$ cat config.mk
export PLATFORM = sky130hd
export DESIGN_NAME = key_event
export DESIGN_NICKNAME = d
export VERILOG_FILES = /design/src/rtl/key_pkg.sv /design/src/rtl/key_event.sv
export SDC_FILE = /design/constraint.sdc
export NUM_CORES = 1
export LEC_CHECK = 0
export CORE_UTILIZATION = 61
export CTS_CLUSTER_DIAMETER = 150
export DETAILED_ROUTE_END_ITERATION = 6
export PLACE_DENSITY = 0.8
export SYNTH_ARGS = -nofsm -noshare
export SYNTH_HDL_FRONTEND = slang
export SYNTH_SLANG_ARGS = --single-unit
$ cat constraint.sdc
create_clock -name clk -period 4.2 [get_ports clk]
set_input_delay 0.84 -clock clk [delete_from_list [all_inputs] [get_ports clk]]
set_output_delay 0.84 -clock clk [all_outputs]
set_load 0.1 [all_outputs]
$ cat src/rtl/key_pkg.sv
// Shared types and elaboration-time parameter checks for the key event classifier.
package key_pkg;

  typedef enum logic [2:0] {
    WAIT_REL = 3'd0,
    IDLE     = 3'd1,
    ARMING   = 3'd2,
    PRESSED  = 3'd3,
    LONG     = 3'd4
  } key_state_t;

  function automatic bit key_timing_ok(input int unsigned min_press,
                                       input int unsigned long_cycles);
    return (min_press >= 32'd1) && (min_press < long_cycles);
  endfunction

  function automatic bit key_repeat_ok(input int unsigned repeat_cycles);
    return repeat_cycles >= 32'd1;
  endfunction

  function automatic int unsigned key_max(input int unsigned a,
                                          input int unsigned b);
    return (a > b) ? a : b;
  endfunction

endpackage

$ cat src/rtl/key_event.sv
// Turns a debounced key level into single-cycle press/click/long/repeat/release
// pulses plus a held level; one shared counter times every phase of a press.
module key_event
  import key_pkg::*;
#(
  parameter int unsigned MIN_PRESS     = 500_000,
  parameter int unsigned LONG_CYCLES   = 50_000_000,
  parameter int unsigned REPEAT_CYCLES = 10_000_000,
  parameter bit          REPEAT_EN     = 1'b1
) (
  input  logic clk,
  input  logic clr_n,
  input  logic key_in,
  output logic press_o,
  output logic click_o,
  output logic long_o,
  output logic repeat_o,
  output logic release_o,
  output logic held_o
);

  // The counter is reused for the repeat period, so size it for whichever is larger.
  localparam int unsigned CW = $clog2(key_max(LONG_CYCLES, REPEAT_CYCLES) + 32'd1);
  localparam logic [CW-1:0] CNT_ONE    = CW'(32'd1);
  localparam logic [CW-1:0] PRESS_LAST = CW'(MIN_PRESS - 32'd1);
  localparam logic [CW-1:0] LONG_LAST  = CW'(LONG_CYCLES - 32'd1);
  localparam logic [CW-1:0] REP_LAST   = CW'(REPEAT_CYCLES - 32'd1);

  if (!key_timing_ok(MIN_PRESS, LONG_CYCLES) || !key_repeat_ok(REPEAT_CYCLES)) begin : g_param_check
    $error("key_event: illegal MIN_PRESS/LONG_CYCLES/REPEAT_CYCLES combination");
  end

  key_state_t    state_r, state_s;
  logic [CW-1:0] cnt_r, cnt_s;
  logic          press_s, click_s, long_s, repeat_s, release_s, held_s;

  // Next-state, counter and event decode; a release always pre-empts long/repeat.
  always_comb begin
    state_s   = state_r;
    cnt_s     = cnt_r;
    press_s   = 1'b0;
    click_s   = 1'b0;
    long_s    = 1'b0;
    repeat_s  = 1'b0;
    release_s = 1'b0;
    case (state_r)
      WAIT_REL: begin
        if (!key_in) begin
          state_s = IDLE;
        end else begin
          state_s = WAIT_REL;
        end
        cnt_s = '0;
      end
      IDLE: begin
        if (key_in) begin
          cnt_s = CNT_ONE;
          if (MIN_PRESS == 32'd1) begin
            state_s = PRESSED;
            press_s = 1'b1;
          end else begin
            state_s = ARMING;
          end
        end else begin
          cnt_s = '0;
        end
      end
      ARMING: begin
        if (key_in) begin
          cnt_s = cnt_r + CNT_ONE;
          if (cnt_r == PRESS_LAST) begin
            state_s = PRESSED;
            press_s = 1'b1;
          end else begin
            state_s = ARMING;
          end
        end else begin
          state_s = IDLE;
          cnt_s   = '0;
        end
      end
      PRESSED: begin
        if (!key_in) begin
          state_s   = IDLE;
          cnt_s     = '0;
          click_s   = 1'b1;
          release_s = 1'b1;
        end else if (cnt_r == LONG_LAST) begin
          state_s = LONG;
          cnt_s   = '0;
          long_s  = 1'b1;
        end else begin
          cnt_s = cnt_r + CNT_ONE;
        end
      end
      LONG: begin
        if (!key_in) begin
          state_s   = IDLE;
          cnt_s     = '0;
          release_s = 1'b1;
        end else if (cnt_r == REP_LAST) begin
          cnt_s    = '0;
          repeat_s = REPEAT_EN;
        end else begin
          cnt_s = cnt_r + CNT_ONE;
        end
      end
      default: begin
        state_s = WAIT_REL;
        cnt_s   = '0;
      end
    endcase
    held_s = (state_s == PRESSED) || (state_s == LONG);
  end

  // State, counter and registered event outputs.
  always_ff @(posedge clk or negedge clr_n) begin
    if (!clr_n) begin
      state_r   <= WAIT_REL;
      cnt_r     <= '0;
      press_o   <= 1'b0;
      click_o   <= 1'b0;
      long_o    <= 1'b0;
      repeat_o  <= 1'b0;
      release_o <= 1'b0;
      held_o    <= 1'b0;
    end else begin
      state_r   <= state_s;
      cnt_r     <= cnt_s;
      press_o   <= press_s;
      click_o   <= click_s;
      long_o    <= long_s;
      repeat_o  <= repeat_s;
      release_o <= release_s;
      held_o    <= held_s;
    end
  end

endmodule

# Word level (Yosys, flattened, before mapping)

Index checks and enable logic that the tools add are counted.

Add/subtract/negate cells: 1
Equality and inequality tests: 9
Multiplexer cells: 27
Reduce and logical (&&, ||, !) cells: 3

Operator list:

| operator                                         | count |
|---|---|
| 2-to-1 mux 26 bit                                | 5 |
| one-hot mux 26 bit (4 select lines)              | 1 |
| adder 26 x 1 -> 26 bit (second input constant)   | 1 |
| == test 26 x 19 -> 1 bit (second input constant) | 1 |
| == test 26 x 24 -> 1 bit (second input constant) | 1 |
| == test 26 bit (second input constant)           | 1 |
| 2-to-1 mux 1 bit                                 | 15 |
| 2-to-1 mux 3 bit                                 | 5 |
| one-hot mux 3 bit (5 select lines)               | 1 |
| == test 3 x 2 -> 1 bit (second input constant)   | 3 |
| == test 3 bit (second input constant)            | 2 |
| == test 3 x 1 -> 1 bit (second input constant)   | 1 |
| zero test 3 bit                                  | 1 |
| OR reduction 2 bit                               | 1 |
| logical OR 1 bit                                 | 1 |

Register bits after elaboration: 35
Input port bits: 3
Output and inout bits: 6

# Longest topological paths before layout

Word-level depth: 6
Gate-level depth with buffers: 6
Depth with buffers taken out: 5

# Least setup slack after synthesis

OpenSTA, ideal clock, no wires.

Path type: register -> register
From: reg cnt_r[11]
To: reg cnt_r[13]
Setup time: 0.139 ns
Data arrival time: 2.182 ns
Setup slack: 1.880 ns
Cell stages (with the launch flop): 7
Period minus slack after synthesis: 2.320 ns
Cell sequence: dfrtp_1 -> buf_6 -> or4_4 -> or4_4 -> o311ai_4 -> buf_6 -> a22oi_1

Cells in the longest elaborated chain, start to end: 4
Elaborated cells on any way between the ends: 9

Ends and longest elaborated chain:

| item                                                 | RTL line                                           | RTL |
|---|---|---|
| start, declared                                      | key_event.sv:34                                    | `logic [CW-1:0] cnt_r, cnt_s;` |
| start signal, assigned                               | key_event.sv:129                                   | `cnt_r <= cnt_s;` |
| adder 26 x 1 -> 26 bit, or another cell as far along | key_event.sv:70, key_event.sv:93, key_event.sv:105 |  |
| 2-to-1 mux 26 bit, on equally long branches          | key_event.sv:101, key_event.sv:88                  |  |
| 2-to-1 mux 26 bit, on equally long branches          | key_event.sv:97, key_event.sv:83                   |  |
| one-hot mux 26 bit (4 select lines) *                | key_event.sv:46                                    | `case (state_r)` |
| net cnt_s[13]                                        | key_event.sv:34                                    |  |

Mark *: on every way through the listed nets, which the timed path passes. The rest lies on a longest branch.

# Worst setup path in the final report

From: reg cnt_r[11]
To: reg cnt_r[1]

Cells in the longest elaborated chain, start to end: 4
Elaborated cells on any way between the ends: 7

Ends and longest elaborated chain:

| item                                                       | RTL line |
|---|---|
| == test 26 x 24 -> 1 bit or == test 26 bit (tied branches) | key_event.sv:101, key_event.sv:88 |
| 2-to-1 mux 26 bit, on equally long branches                | key_event.sv:101, key_event.sv:88 |
| 2-to-1 mux 26 bit, on equally long branches                | key_event.sv:97, key_event.sv:83 |
| one-hot mux 26 bit (4 select lines) *                      | key_event.sv:46 |
| net cnt_s[1]                                               | key_event.sv:34 |

Marked as above.

==> metrics <==
# nets final 212; clock skew 0.0113 ns; buffer and inverter count on the worst path 0; I/O pin count 9; worst slew pin tran 0.999 ns; unrepaired setup endpoints after global routing false; WP data arrival 3.05 ns; initial antenna violation count 0; clock root buffer clkbuf_4; cell area power density 282 nW/um^2; Final min period 2.89 ns; max_cap viols 0; Die W 58.9 um; Initial Util 64.8%; worst hold path class flop to flop; CTS Buffer Depth 2; share of cells above drive strength 1 8.13%; relative slew slack 33.2%; post-cts resize count 0; CTS sink cnt 35; hold slack 0.604 ns; H-tree depth 2; syn avg cell area 9.60 um^2; Synth Area in Compound Gates 16.6%; Startpoint Class flop; total power 0.000594 W; Simple-Gate Fraction of Synth Area 28.5%; Post-synth ARST share 100%; CTS Buf Count 5; Total GRT Usage 28.1%; CP top delay family compound AO/OA/AOI/OAI gates; GRT Residual Overflow 0; I/O Buffers 8; Pre-antenna DRT Iters 4; via count 1,629; setup bufs post-CTS 0; row count 20; Distinct cells, synth 41; Post-Synth Adder-Cell Area 0.633%; status complete, no violations; # setup viols final 0; Routed WL per cell 16.1 um; post-synthesis mux area share 0%; TNS Setup 0 ns; Yosys reg bits 35; Die Area 3470 um^2; Ant. Diodes 0; critical path endpoint category flop; crit path max-delay cell type o311ai_4; syn_nets 210; largest family of logic cells by synthesized area simple AND/OR/NAND/NOR gates; pin count of the biggest net entering global routing 36; vias in the first global route 1,568; Final Cycle Share 68.8%; FMAX 346 MHz; Area Overhead vs Synth 6.39%; worst path required time 4.36 ns; first-pass GRT wire length 7.22 mm; sequential area share after synthesis 44.3%; Setup CP Type flop to flop; top_reg_cell synth dfrtp_1; Worst Path Max Fanout 26; Peak VDD IR 0.263 mV; hpwl dp 2.89 mm; number of synthesized flops with an enable pin 0; DRC viols 0; Final Max Tran Viols 0; Final Hold Fails 0; worst skew pair latency 0.35 ns; routed vias/inst 6.44; Mapped Area 1980 um^2; Detail Route Antenna Nets 0; Mapped Cells 206; P_leak 0.744 nW; number of DRC markers in iteration 0 95; Syn. warnings 0; GPL Wtd Cong 0.906; CTS clk-pin slew, worst paths 0.10 ns; cell repeated most along the worst path or4_4; fillers 254; TritonCTS clock tree done; Detailed Route WL 4.06 mm; hold buffer count at cts 0; Synth Area in XOR/XNOR 5.32%; core area 3050 um^2; die span in y 58.9 um; Largest stage delay, worst path 0.89 ns; critical path cell sequence or4_4 > or4_4 > o311ai_4 > a21boi_0
cell families after synthesis:
group	count (synthesis)
simple gates	95
xor+xnor	12
fa+ha+maj	1
flops	35
compound gates	47
buf+inv	16
worst paths after layout:
kind	from	endpoint	slack [ns]	cells after the start
min in group asynchronous	clr_n	long_o	0.89	2
setup reg to reg	cnt_r[11]	cnt_r[1]	1.31	4
setup / recovery	cnt_r[11]	cnt_r[1]	1.31	4
max in group asynchronous	clr_n	cnt_r[1]	2.98	2
hold reg to reg	cnt_r[25]	cnt_r[25]	0.60	2
hold / removal	cnt_r[25]	cnt_r[25]	0.60	2
cell type report:
| type | instances | area [um^2] | share of cell area (%) |
|---|---|---|---|
| clock buffer | 8 | 68.8 | 3.27 |
| inverter | 2 | 7.51 | 0.357 |
| multi-input combinational | 155 | 1010 | 47.9 |
| sequential | 35 | 876 | 41.6 |
| tap | 44 | 55.1 | 2.62 |
| timing repair buffer | 9 | 87.6 | 4.16 |
layout by cell type, fill, tap and decap left out, types with 2 or more instances in the layout:
cell type / netlist / final
dfrtp_1: 35 / 35
nand3_1: 15 / 15
nand2_1: 13 / 13
a21oi_1: 12 / 12
a22oi_1: 11 / 11
o21ai_0: 9 / 9
nand4_1: 8 / 8
nor2_1: 8 / 8
clkdlybuf4s50_1: 0 / 8
or4_1: 7 / 7
or3_1: 7 / 7
nor4_1: 6 / 6
o31ai_1: 6 / 6
xor2_1: 6 / 6
xnor2_1: 6 / 6
and2_1: 5 / 5
clkbuf_4: 0 / 5
or2_2: 4 / 4
nor3_1: 4 / 4
and4_1: 3 / 3
or4_4: 2 / 2
nand3b_1: 2 / 2
nor3b_1: 2 / 2
nor2b_1: 2 / 2
inv_1: 2 / 2
and3_1: 2 / 2
o31a_1: 2 / 2
clkbuf_8: 0 / 2
synthesized netlist by cell type (2+ instances only):
cell type	number	area share (%)
nand2_1	13	2.5
xnor2_1	6	2.7
o31a_1	2	0.89
buf_2	2	0.51
nand4_1	8	2.5
nand3_1	15	3.8
clkbuf_1	8	1.5
o31ai_1	6	2.3
or4_4	2	1.1
dfrtp_1	35	44
or4_1	7	2.7
and3_1	2	0.63
or3_1	7	2.2
nand3b_1	2	0.76
buf_6	4	2.3
and2_1	5	1.6
o21ai_0	9	2.3
a22oi_1	11	4.2
and4_1	3	1.3
or2_2	4	1.3
nor3b_1	2	0.76
inv_1	2	0.38
nor3_1	4	1.0
a21oi_1	12	3.0
nor4_1	6	1.9
xor2_1	6	2.7
nor2b_1	2	0.63
nor2_1	8	1.5
worst min-delay path: cells and delay by family, from the launching register on:
family / cells / cell delay, ns
DFF: 1 / 0.42
AOI/OAI and AO/OA: 2 / 0.14
power breakdown:
group          leakage, nW  switching (W)  total [W]  internal [W]
clock network       0.0386       0.000108   0.000207     0.0000984
logic                0.224      0.0000282  0.0000394     0.0000111
registers            0.481     0.00000648   0.000348      0.000341
total                0.744       0.000143   0.000594      0.000451
metal layers:
metal | track usage, % | vias up | wire, um
met4 | 16.0 | 0 | 90
met1 | 36.9 | 779 | 1760
met5 | 0 | - | 0
met3 | 5.27 | 10 | 225
li1 | - | 781 | -
met2 | 43.7 | 59 | 1990
sequential cells by signal, summed over array words and instances, names as in the netlist:
signal     cells
cnt_r         26
state_r        3
repeat_o       1
press_o        1
release_o      1
long_o         1
held_o         1
click_o        1
through the flow:
step	cells	worst slack [ns]	instance area [um^2]	util [%]
4_1_cts	253	1.27	2100	68.9
3_5_place_dp	245	1.29	2030	66.6
2_1_floorplan	206	1.88	1980	-
5_1_grt	253	1.08	2100	68.9
6_report	253	1.31	2100	68.9
3_3_place_gp	245	1.37	2030	66.6
Note: power is estimated with default switching activity, not from simulation.
